File: src/rtl/traffic_pkg.sv
// traffic_pkg: shared phase codes, timer-mux select values and one-hot light encodings.
// Latency: n/a (types, constants and pure decode functions only).
// Backpressure: n/a.
package traffic_pkg;

    typedef enum logic [2:0] {
        ALL_RED     = 3'd0,
        MAIN_GREEN  = 3'd1,
        MAIN_YELLOW = 3'd2,
        SIDE_GREEN  = 3'd3,
        SIDE_YELLOW = 3'd4,
        PROG_HOLD   = 3'd5
    } phase_e;

    // Timer-mux select codes: which register-bank duration the countdown timer reloads from.
    localparam logic [1:0] SEL_MAIN  = 2'b00;
    localparam logic [1:0] SEL_SIDE  = 2'b01;
    localparam logic [1:0] SEL_AMBER = 2'b10;

    // Lamp drive, {R,Y,G} one-hot.
    localparam logic [2:0] LIGHT_R = 3'b100;
    localparam logic [2:0] LIGHT_Y = 3'b010;
    localparam logic [2:0] LIGHT_G = 3'b001;

    function automatic logic [2:0] main_light_of(input phase_e p);
        case (p)
            MAIN_GREEN:  return LIGHT_G;
            MAIN_YELLOW: return LIGHT_Y;
            default:     return LIGHT_R;
        endcase
    endfunction

    function automatic logic [2:0] side_light_of(input phase_e p);
        case (p)
            SIDE_GREEN:  return LIGHT_G;
            SIDE_YELLOW: return LIGHT_Y;
            default:     return LIGHT_R;
        endcase
    endfunction

endpackage

File: src/rtl/traffic_phase_sequencer_if.sv
// traffic_phase_sequencer_if: control/status bundle between the sequencer and the intersection datapath.
// Latency: none, wires only.
// Backpressure: none; side_demand is present only when SIDE_DEMAND_EN is defined.
interface traffic_phase_sequencer_if;
    import traffic_pkg::*;

    logic       enable;
    logic       timer_trigger;
    logic       prog_req;
`ifdef SIDE_DEMAND_EN
    logic       side_demand;
`endif
    logic [1:0] timer_select;
    logic       timer_load;
    logic [2:0] main_light;
    logic [2:0] side_light;
    logic       prog_ack;
    phase_e     phase;

    // Datapath / environment side: issues requests, observes lamps and timer control.
    modport master (
`ifdef SIDE_DEMAND_EN
        output side_demand,
`endif
        output enable, timer_trigger, prog_req,
        input  timer_select, timer_load, main_light, side_light, prog_ack, phase
    );

    // Sequencer side.
    modport slave (
`ifdef SIDE_DEMAND_EN
        input  side_demand,
`endif
        input  enable, timer_trigger, prog_req,
        output timer_select, timer_load, main_light, side_light, prog_ack, phase
    );

endinterface

File: src/rtl/timer_expiry_detect.sv
// timer_expiry_detect: synchronises the countdown-timer trigger and emits a one-cycle expiry on its armed rising edge.
// Latency: expire asserts 2 cycles after trigger rises (two sync flops, edge detect is combinational on the sync output).
// Backpressure: none; load clears the arm flag so a trigger left high across a reload is ignored until it drops.
module timer_expiry_detect (
    input  logic clock,
    input  logic reset,
    input  logic trigger,
    input  logic load,
    output logic expire
);

    logic [1:0] sync;
    logic       prev;
    logic       armed;

    // Sync pipeline, edge history and arm flag (re-armed only after a low sample).
    always_ff @(posedge clock or posedge reset) begin
        if (reset) begin
            sync  <= 2'b00;
            prev  <= 1'b0;
            armed <= 1'b0;
        end else begin
            sync <= {sync[0], trigger};
            prev <= sync[1];
            if (load) begin
                armed <= 1'b0;
            end else if (!sync[1]) begin
                armed <= 1'b1;
            end
        end
    end

    // A rising edge coinciding with a reload belongs to the previous interval, so it is dropped.
    assign expire = sync[1] & ~prev & armed & ~load;

endmodule

File: src/rtl/traffic_phase_sequencer.sv
// traffic_phase_sequencer: light-phase FSM, all-red clearance counter and timer-mux/load control.
// Latency: outputs registered, one cycle after the transition decision; trigger-to-decision is 2 cycles.
// Backpressure: none; enable/prog_req are sampled only at the end of all-red. SIDE_DEMAND_EN adds main-green extension.
module traffic_phase_sequencer
    import traffic_pkg::*;
#(
    parameter int ALL_RED_CYCLES = 4
) (
    input  logic                     clock,
    input  logic                     reset,
    traffic_phase_sequencer_if.slave bus
);

    localparam int               CNT_W      = (ALL_RED_CYCLES > 1) ? $clog2(ALL_RED_CYCLES) : 1;
    localparam logic [CNT_W-1:0] CLEAR_LOAD = CNT_W'(ALL_RED_CYCLES - 1);

    phase_e           state;
    phase_e           nxt_state;
    logic [CNT_W-1:0] clr_cnt;
    logic [CNT_W-1:0] nxt_clr_cnt;
    logic             last_main;      // last yellow shown was on the main road
    logic             nxt_last_main;
    logic [1:0]       sel_q;
    logic [1:0]       nxt_sel;
    logic             load_q;
    logic             nxt_load;
    logic [2:0]       main_q;
    logic [2:0]       side_q;
    logic             ack_q;
    logic             expire;
    logic             idle;
    logic             hold_green;

    // Trigger is meaningless while no timed phase runs; keep the arm flag cleared there.
    assign idle = (state == ALL_RED) || (state == PROG_HOLD);

`ifdef SIDE_DEMAND_EN
    // No waiting side traffic and no programming request: main green keeps re-timing.
    assign hold_green = !bus.side_demand && !bus.prog_req;
`else
    assign hold_green = 1'b0;
`endif

    timer_expiry_detect u_expiry (
        .clock   (clock),
        .reset   (reset),
        .trigger (bus.timer_trigger),
        .load    (load_q | idle),
        .expire  (expire)
    );

    // Next-state, clearance counter and timer-control decisions.
    always_comb begin
        nxt_state     = state;
        nxt_clr_cnt   = clr_cnt;
        nxt_last_main = last_main;
        nxt_sel       = sel_q;
        nxt_load      = 1'b0;
        case (state)
            ALL_RED: begin
                if (clr_cnt != '0) begin
                    nxt_clr_cnt = clr_cnt - 1'b1;
                end else if (bus.prog_req) begin
                    nxt_state = PROG_HOLD;
                end else if (bus.enable) begin
                    nxt_load = 1'b1;
                    if (last_main) begin
                        nxt_state = SIDE_GREEN;
                        nxt_sel   = SEL_SIDE;
                    end else begin
                        nxt_state = MAIN_GREEN;
                        nxt_sel   = SEL_MAIN;
                    end
                end
            end
            MAIN_GREEN: begin
                if (expire) begin
                    nxt_load = 1'b1;
                    if (!hold_green) begin
                        nxt_state = MAIN_YELLOW;
                        nxt_sel   = SEL_AMBER;
                    end
                end
            end
            SIDE_GREEN: begin
                if (expire) begin
                    nxt_state = SIDE_YELLOW;
                    nxt_sel   = SEL_AMBER;
                    nxt_load  = 1'b1;
                end
            end
            MAIN_YELLOW: begin
                if (expire) begin
                    nxt_state     = ALL_RED;
                    nxt_clr_cnt   = CLEAR_LOAD;
                    nxt_last_main = 1'b1;
                end
            end
            SIDE_YELLOW: begin
                if (expire) begin
                    nxt_state     = ALL_RED;
                    nxt_clr_cnt   = CLEAR_LOAD;
                    nxt_last_main = 1'b0;
                end
            end
            PROG_HOLD: begin
                // Leaving programming restarts the cycle on the main road after full clearance.
                if (!bus.prog_req) begin
                    nxt_state     = ALL_RED;
                    nxt_clr_cnt   = CLEAR_LOAD;
                    nxt_last_main = 1'b0;
                end
            end
            default: begin
                nxt_state   = ALL_RED;
                nxt_clr_cnt = CLEAR_LOAD;
            end
        endcase
    end

    // State register plus registered outputs decoded from the next state.
    always_ff @(posedge clock or posedge reset) begin
        if (reset) begin
            state     <= ALL_RED;
            clr_cnt   <= CLEAR_LOAD;
            last_main <= 1'b0;
            sel_q     <= SEL_MAIN;
            load_q    <= 1'b0;
            main_q    <= LIGHT_R;
            side_q    <= LIGHT_R;
            ack_q     <= 1'b0;
        end else begin
            state     <= nxt_state;
            clr_cnt   <= nxt_clr_cnt;
            last_main <= nxt_last_main;
            sel_q     <= nxt_sel;
            load_q    <= nxt_load;
            main_q    <= main_light_of(nxt_state);
            side_q    <= side_light_of(nxt_state);
            ack_q     <= (nxt_state == PROG_HOLD);
        end
    end

    assign bus.timer_select = sel_q;
    assign bus.timer_load   = load_q;
    assign bus.main_light   = main_q;
    assign bus.side_light   = side_q;
    assign bus.prog_ack     = ack_q;
    assign bus.phase        = state;

endmodule

File: src/flat_wrapper.sv
// flat-port wrapper written by rule: the top's interface ports become plain ports
module traffic_phase_sequencer_flat import traffic_pkg::*;
#(
    parameter int ALL_RED_CYCLES = 4
)
  (clock, reset, bus_enable, bus_timer_trigger, bus_prog_req, bus_timer_select, bus_timer_load, bus_main_light, bus_side_light, bus_prog_ack, bus_phase);
  traffic_phase_sequencer_if bus_i ();
  input  logic clock;
  input  logic reset;
  input wire logic [$bits(bus_i.enable)-1:0] bus_enable;
  input wire logic [$bits(bus_i.timer_trigger)-1:0] bus_timer_trigger;
  input wire logic [$bits(bus_i.prog_req)-1:0] bus_prog_req;
  output wire logic [$bits(bus_i.timer_select)-1:0] bus_timer_select;
  output wire logic [$bits(bus_i.timer_load)-1:0] bus_timer_load;
  output wire logic [$bits(bus_i.main_light)-1:0] bus_main_light;
  output wire logic [$bits(bus_i.side_light)-1:0] bus_side_light;
  output wire logic [$bits(bus_i.prog_ack)-1:0] bus_prog_ack;
  output wire logic [$bits(bus_i.phase)-1:0] bus_phase;
  assign bus_i.enable = bus_enable;
  assign bus_i.timer_trigger = bus_timer_trigger;
  assign bus_i.prog_req = bus_prog_req;
  assign bus_timer_select = bus_i.timer_select;
  assign bus_timer_load = bus_i.timer_load;
  assign bus_main_light = bus_i.main_light;
  assign bus_side_light = bus_i.side_light;
  assign bus_prog_ack = bus_i.prog_ack;
  assign bus_phase = bus_i.phase;
  traffic_phase_sequencer #(.ALL_RED_CYCLES(ALL_RED_CYCLES)) u_core (.clock(clock), .reset(reset), .bus(bus_i));
endmodule
File: config.mk
export PLATFORM = sky130hd
export DESIGN_NAME = traffic_phase_sequencer_flat
export DESIGN_NICKNAME = d
export VERILOG_FILES = /design/src/rtl/traffic_pkg.sv /design/src/rtl/traffic_phase_sequencer_if.sv /design/src/rtl/timer_expiry_detect.sv /design/src/rtl/traffic_phase_sequencer.sv /design/src/flat_wrapper.sv
export SDC_FILE = /design/constraint.sdc
export NUM_CORES = 1
export LEC_CHECK = 0
export ABC_AREA = 0
export BUFFER_PORTS_ARGS = -buffer_cell sky130_fd_sc_hd__buf_2
export CORE_UTILIZATION = 50
export CTS_BUF_LIST = sky130_fd_sc_hd__clkbuf_4
export CTS_CLUSTER_SIZE = 20
export DETAILED_ROUTE_END_ITERATION = 8
export PLACE_DENSITY_LB_ADDON = 0.15
export SETUP_SLACK_MARGIN = 0.02
export SLEW_MARGIN = 20
export SYNTH_ARGS = -nofsm -noshare
export SYNTH_HDL_FRONTEND = slang
export SYNTH_SLANG_ARGS = --single-unit
File: constraint.sdc
create_clock -name clock -period 2.45 [get_ports clock]
set_clock_uncertainty 0.15 [all_clocks]
set_input_delay 0.49 -clock clock [delete_from_list [all_inputs] [get_ports clock]]
set_output_delay 0.49 -clock clock [all_outputs]
set_load 0.05 [all_outputs]
==> results of run 1 <==
-- area by class of cell --
| type | count | area (um2) | share of cell area (%) |
|---|---|---|---|
| repair buffers | 18 | 92.6 | 9.25 |
| multi-input cells | 51 | 330 | 33.0 |
| inverters | 6 | 22.5 | 2.25 |
| flip-flops and latches | 20 | 505 | 50.5 |
| clock buffers | 4 | 30.0 | 3.00 |
| well taps | 16 | 20.0 | 2.00 |
-- logic make-up (layout without fill, tap and decap cells) --
family	after synthesis	in the layout	synth area share, %
AND/OR/NAND/NOR	37	37	24.0
multiplexers	2	2	2.57
buffers and inverters	9	28	4.57
AO/OA/AOI/OAI	11	11	9.72
adder cells (fa/ha/maj)	1	1	1.43
flip-flops	20	20	57.7
-- power by group --
| group | internal (uW) | switching (uW) | total [uW] | leakage, uW |
|---|---|---|---|---|
| combinational | 259 | 514 | 773 | 0.000263 |
| clock | 74.4 | 91.3 | 166 | 0.0000184 |
| sequential | 456 | 92.0 | 548 | 0.000243 |
-- cells in the final DEF (no fill, tap or decap) --
cell	count
and2b_1	1
nand3b_1	1
buf_4	1
nand4b_1	1
nor4_1	1
buf_2	17
or2_2	1
nor2_1	9
nand4bb_1	1
a22oi_1	1
nor4b_1	1
o21ai_0	2
ha_1	1
a211oi_2	1
o21a_1	1
or2_1	1
o21bai_2	1
nand2_1	9
inv_1	6
mux2_2	2
nand3_1	2
dfstp_2	4
nor3_2	1
o2bb2ai_1	1
a221o_1	1
and4b_1	1
nor2b_1	1
and2_4	1
nand2b_1	2
a21oi_1	2
dfrtp_1	16
a21o_1	1
and4bb_1	1
nor3_1	2
clkbuf_4	4
-- routing by layer --
metal  global-route usage, %  wire length, um  vias to the layer above
li1                        -                -                      311
met1                    22.8              691                      296
met2                    30.1              716                       14
met3                    5.00               50                        2
met4                    9.09               13                        0
met5                       0                0                        -
-- sequential cells by signal, indices dropped and copies added, names as in the netlist, 2 cells and up --
name                     count
u_core.bus.main_light        3
u_core.bus.side_light        3
u_core.bus.timer_select      2
u_core.bus.phase             3
u_core.clr_cnt               2
u_core.u_expiry.sync         2
-- critical path, stage by stage, from the launching register on --
cell and delay [ns]:
dfstp_2 0.55, inv_1 0.04, ha_1 0.20, nand2b_1 0.13, nor4_1 0.08, a211oi_2 0.37
and2b_1 0.25, nor2_1 0.09
-- cell usage after synthesis, drive strengths merged (2+ instances only) --
cell     n  area (um2)
nor3     3        20.0
o21ai    2        10.0
nand3    2        10.0
nor2     9        33.8
nand2    9        33.8
buf      3        17.5
dfrtp   16         400
mux2     2        22.5
inv      6        22.5
a21oi    2        10.0
nand2b   2        12.5
or2      2        12.5
dfstp    4         105
-- how the worst min path moves through the flow --
stage,startpoint,endpoint,cells past startpoint
2_1_floorplan,u_core.u_expiry.sync[0],u_core.u_expiry.sync[1],0
3_3_place_gp,u_core.u_expiry.sync[0],u_core.u_expiry.sync[1],0
3_5_place_dp,u_core.u_expiry.sync[0],u_core.u_expiry.sync[1],0
4_1_cts,bus_timer_trigger,u_core.u_expiry.sync[0],1
5_1_grt,bus_timer_trigger,u_core.u_expiry.sync[0],1
6_report,reset,u_core.u_expiry.sync[0],2
-- metrics by stage --
stage | power (uW) | utilization [%]
after detailed placement | 1340 | 61.6
after floorplan | 1190 | -
after CTS | 1500 | 63.5
after global routing | 1590 | 63.5
final | 1490 | 63.5
after global placement | 1320 | 61.6
==> impl_results.rst, run 1 <==
.. list-table::
   :header-rows: 1

   * - Metric
     - Value
   * - Run status
     - finished clean
   * - Number of search-and-repair iterations in the first detailed-routing pass
     - 6
   * - Sum of negative setup slack
     - 0 ns
   * - Highest net fanout along the worst path
     - 5
   * - Initial antenna violation count
     - 0
   * - DRC
     - 0
   * - Average via count per standard cell
     - 5.42
   * - Row cnt
     - 14
   * - Via count of the first global-routing pass
     - around 600
   * - Max Cap Violations
     - 0
   * - Crit path capture type
     - register
   * - Number of buffers on the longest clock path
     - 2
   * - Sum of net half-perimeters after detailed placement
     - between 1000 and 1500 um
   * - Launch point of the critical path
     - u_core.clr_cnt[0]
   * - Initial DRC count
     - 4
   * - Gates resized, CTS repair
     - 0
   * - Data arrival time of the critical path
     - about 2.0 ns
   * - Antenna Diode Count
     - 0
   * - Total power density per cell area
     - 1490 nW/um2
   * - Worst Setup Slack post-DPL
     - around 0.56 ns
   * - Remaining Overflow, GRT
     - 0
   * - Wire length of the first global-routing pass
     - about 2500 um
   * - Cells after synthesis
     - 80
   * - Filler instances
     - 137
   * - Quantity of hold-fixing buffers added after cts
     - 0
   * - Port Buffers
     - 17
   * - Total CTS buffers
     - 3
   * - Die Ht
     - 43.9 um
   * - Maximum level of the CTS H-tree
     - 1
   * - DR vias
     - around 620
   * - Post-CTS Setup Repair Bufs
     - 0
   * - Class of the worst hold path
     - in2async
   * - Final count of negative-setup-slack endpoints
     - 0
   * - Syn Nets
     - 86
   * - Clock root cell
     - clkbuf_4
   * - Post-synthesis to final-layout area growth
     - 14.3%
   * - Area of the core
     - about 1600 um2
   * - Final instance area
     - between 1000 and 1500 um2
   * - Leakage power
     - ~0.00053 uW
   * - Part of the cycle the worst path needs
     - ~78%
   * - Number of flops mapped to enable cells by yosys
     - 0
   * - Number of max-slew violations in the final report
     - 0
   * - Most common flop cell mapped by yosys
     - dfrtp_1
   * - Worst setup slack after layout
     - between 0.5 and 0.6 ns
   * - Async S/R FF share, synth
     - 100%
   * - Worst-Skew Late Latency
     - ~0.29 ns
   * - Clock slew seen by the registers of the worst setup and hold paths
     - 0.10 ns
   * - Minimum period implied by the final worst setup slack
     - between 1.5 and 2 ns
   * - Clock net sink count
     - 20
   * - Number of distinct library cells after synthesis
     - 34
   * - Reg2Reg Launch Point
     - u_core.clr_cnt[0]
   * - YS warnings
     - 0
   * - Launching element type of the critical path
     - register
   * - Reg2Reg Depth
     - 7
   * - Sequential share of the synthesized area
     - 57.7%
   * - Slew at the pin closest to its max-slew limit
     - between 0.7 and 0.8 ns
   * - Wirelength, routed
     - roughly 1500 um
   * - Die Wd
     - 43.9 um
   * - Overall die area
     - 1920 um2
   * - CP Data Required Time
     - 2.53 ns
   * - Largest net degree at the start of global routing
     - 21
   * - Average instance area after synthesis
     - between 10 and 15 um2
   * - Starting density of the core
     - between 50% and 60%
   * - Placed standard-cell area
     - slightly below 1000 um2
   * - Number of routed nets with antenna violations
     - 0
   * - Worst VDD drop
     - just under 0.8 mV
   * - Combined area of all synthesized cells
     - 876 um2
   * - NumNets Final
     - 106
   * - Number of storage elements in the synthesis netlist
     - 20
   * - Setup Crit Path Kind
     - reg2reg
   * - Max transition margin
     - between 50% and 60%
   * - Register-to-register setup slack
     - 0.54 ns
   * - Tightest hold margin
     - between 0.1 and 0.15 ns
   * - Number of ports placed on the die boundary
     - 18
   * - Cell total after placement
     - 111
   * - CTS tree
     - done
   * - Endpoint of the most critical register-to-register path
     - u_core.bus.side_light[2]
   * - Final hold vios
     - 0
   * - Endpoint of the most critical setup path
     - u_core.bus.side_light[2]
   * - RSZ-0062 raised after global routing
     - no
   * - Routed length per placed instance
     - 12.8 um
   * - Max Clock Freq
     - 525 MHz
   * - Final Instance Count excl. Fillers
     - 115
   * - Fraction of final layout cells sized beyond drive strength 1
     - around 33%
   * - Gpl congestion
     - 0.750
   * - All-layer global routing usage
     - 18.5%
Note: power is estimated with default switching activity, not from simulation.
==> run 2, diff against run 1 <==
CORE_UTILIZATION = 49   (was 50)
clock period = 1.7 ns   (was 2.45 ns; I/O delays follow)
==> impl_results.rst, run 2 (synthesis results as in run 1) <==
.. list-table::
   :header-rows: 1

   * - Metric
     - Value
   * - Run status
     - finished with violations
   * - Violated checks
     - setup timing
   * - Total CTS buffers
     - 3
   * - Routed length per placed instance
     - around 14 um
   * - Die Wd
     - approximately 44 um
   * - Tightest hold margin
     - 0.214 ns
   * - Max Cap Violations
     - 0
   * - Final count of negative-setup-slack endpoints
     - 6
   * - Port Buffers
     - 17
   * - DRC
     - 0
   * - Die Ht
     - ~44 um
   * - Register-to-register setup slack
     - -0.11 ns
   * - Class of the worst hold path
     - reg2reg
   * - Number of ports placed on the die boundary
     - 18
   * - Worst-Skew Late Latency
     - ~0.30 ns
   * - Via count of the first global-routing pass
     - about 670
   * - Maximum level of the CTS H-tree
     - 1
   * - Reg2Reg Depth
     - 6
   * - Commonest cells after routing, fill and taps aside
     - 17 x buf_2, 12 x dfrtp_1, 10 x buf_4, 9 x nand2_1, 7 x nor2_1
   * - Row cnt
     - 14
   * - Max Clock Freq
     - about 550 MHz
   * - Worst Setup Slack post-DPL
     - -0.127 ns
   * - RSZ-0062 raised after global routing
     - yes
   * - Largest net degree at the start of global routing
     - 14
   * - Initial antenna violation count
     - 0
   * - Wire length of the first global-routing pass
     - 3020 um
   * - Wirelength, routed
     - 1920 um
   * - Minimum period implied by the final worst setup slack
     - around 1.8 ns
   * - Endpoint of the most critical setup path
     - u_core.bus.main_light[2]
   * - Most common library cell in the layout ignoring fill and taps
     - buf_2
   * - Initial DRC count
     - 25
   * - Crit path capture type
     - register
   * - Data arrival time of the critical path
     - 1.89 ns
   * - Sum of negative setup slack
     - -0.343 ns
   * - Number of search-and-repair iterations in the first detailed-routing pass
     - 4
   * - Clock slew seen by the registers of the worst setup and hold paths
     - approximately 0.1 ns
   * - Gpl congestion
     - between 0.7 and 0.8
   * - Final hold vios
     - 0
   * - Total power density per cell area
     - 2150 nW/um2
   * - Worst setup slack after layout
     - -0.106 ns
   * - All-layer global routing usage
     - between 20% and 30%
   * - NumNets Final
     - between 100 and 150
   * - Number of buffers on the longest clock path
     - 2
   * - Launch point of the critical path
     - u_core.clr_cnt[0]
   * - Fraction of final layout cells sized beyond drive strength 1
     - about half
   * - Number of routed nets with antenna violations
     - 0
   * - CP Data Required Time
     - around 1.8 ns
   * - Worst VDD drop
     - approximately 1.4 mV
   * - Clock net sink count
     - 20
   * - Area of the core
     - between 1500 and 2000 um2
   * - Average via count per standard cell
     - about 5.2
   * - Remaining Overflow, GRT
     - 0
   * - Setup Crit Path Kind
     - reg2reg
   * - Max transition margin
     - 68.2%
   * - Part of the cycle the worst path needs
     - 106%
   * - CTS tree
     - done
   * - Overall die area
     - approximately 2000 um2
   * - Launching element type of the critical path
     - register
   * - Endpoint of the most critical register-to-register path
     - u_core.bus.main_light[2]
   * - Clock root cell
     - clkbuf_4
   * - Starting density of the core
     - approximately 55%
   * - Slew at the pin closest to its max-slew limit
     - ~0.48 ns
   * - Highest net fanout along the worst path
     - 4
   * - Reg2Reg Launch Point
     - u_core.clr_cnt[0]
   * - Antenna Diode Count
     - 0
   * - DR vias
     - 697
   * - Post-synthesis to final-layout area growth
     - 32.4%
   * - Number of max-slew violations in the final report
     - 0
   * - Sum of net half-perimeters after detailed placement
     - around 1300 um
   * - Leakage power
     - approximately 0.00058 uW
[run 2: cell types whose count changed in the layout (fill, tap and decap cells not counted), sizes merged]
cell,before,now
dlygate4sd3,0,2
buf,18,27
[run 2: what timing repair did]
action,CTS,global route
buffers inserted,1,1
gates resized for setup,8,4
endpoints found under the setup margin,8,10
hold buffers,2,0
endpoints found under the hold margin,9,0
pin swaps,5,3
[run 2: layout make-up]
class | instances | area [um2]
flip-flops and latches | 20 | 510
inverters | 6 | 22.5
well taps | 24 | 30.0
repair buffers | 29 | 180
multi-input cells | 51 | 387
fillers | 114 | 434
clock buffers | 4 | 30.0
[run 2: critical path, cell delays in order, from the launching register on]
cell,delay (ns)
dfstp_2,0.55
inv_2,0.05
ha_4,0.16
and4b_1,0.18
a221o_1,0.35
and2_4,0.19
o21bai_4,0.11
[run 2: how the worst min path moves through the flow]
stage | start | to | cells after the start
finish | u_core.u_expiry.sync[0] | u_core.u_expiry.sync[1] | 0
detailed placement | u_core.u_expiry.sync[0] | u_core.u_expiry.sync[1] | 0
floorplan | reset | u_core.bus.main_light[0] | 1
global route | u_core.u_expiry.sync[0] | u_core.u_expiry.sync[1] | 0
global placement | u_core.u_expiry.sync[0] | u_core.u_expiry.sync[1] | 0
CTS | u_core.u_expiry.sync[0] | u_core.u_expiry.sync[1] | 0
[run 2: power breakdown]
part | switching (uW) | total, uW | internal (uW)
registers | 173 | 838 | 666
logic | 848 | 1410 | 566
clock network | 133 | 240 | 108
total | 1150 | 2490 | 1340
[run 2: through the flow]
stage / util [%] / cells / total power, uW / instance area, um2
6_report: 72.8 / 134 / 2490 / 1160
5_1_grt: 72.8 / 134 / 2620 / 1160
3_5_place_dp: 65.3 / 126 / 2060 / 1040
4_1_cts: 71.1 / 133 / 2430 / 1130
3_3_place_gp: 65.3 / 126 / 2010 / 1040
2_1_floorplan: - / 80 / 1720 / 883
[run 2: routing by layer]
| layer | track usage (%) | up-vias | part of all wire [%] |
|---|---|---|---|
| li1 | - | 331 | - |
| met1 | 29.3 | 331 | 45 |
| met2 | 35.6 | 30 | 48 |
| met3 | 4.08 | 5 | 5.6 |
| met4 | 11.5 | 0 | 1.9 |
| met5 | 0 | - | 0 |
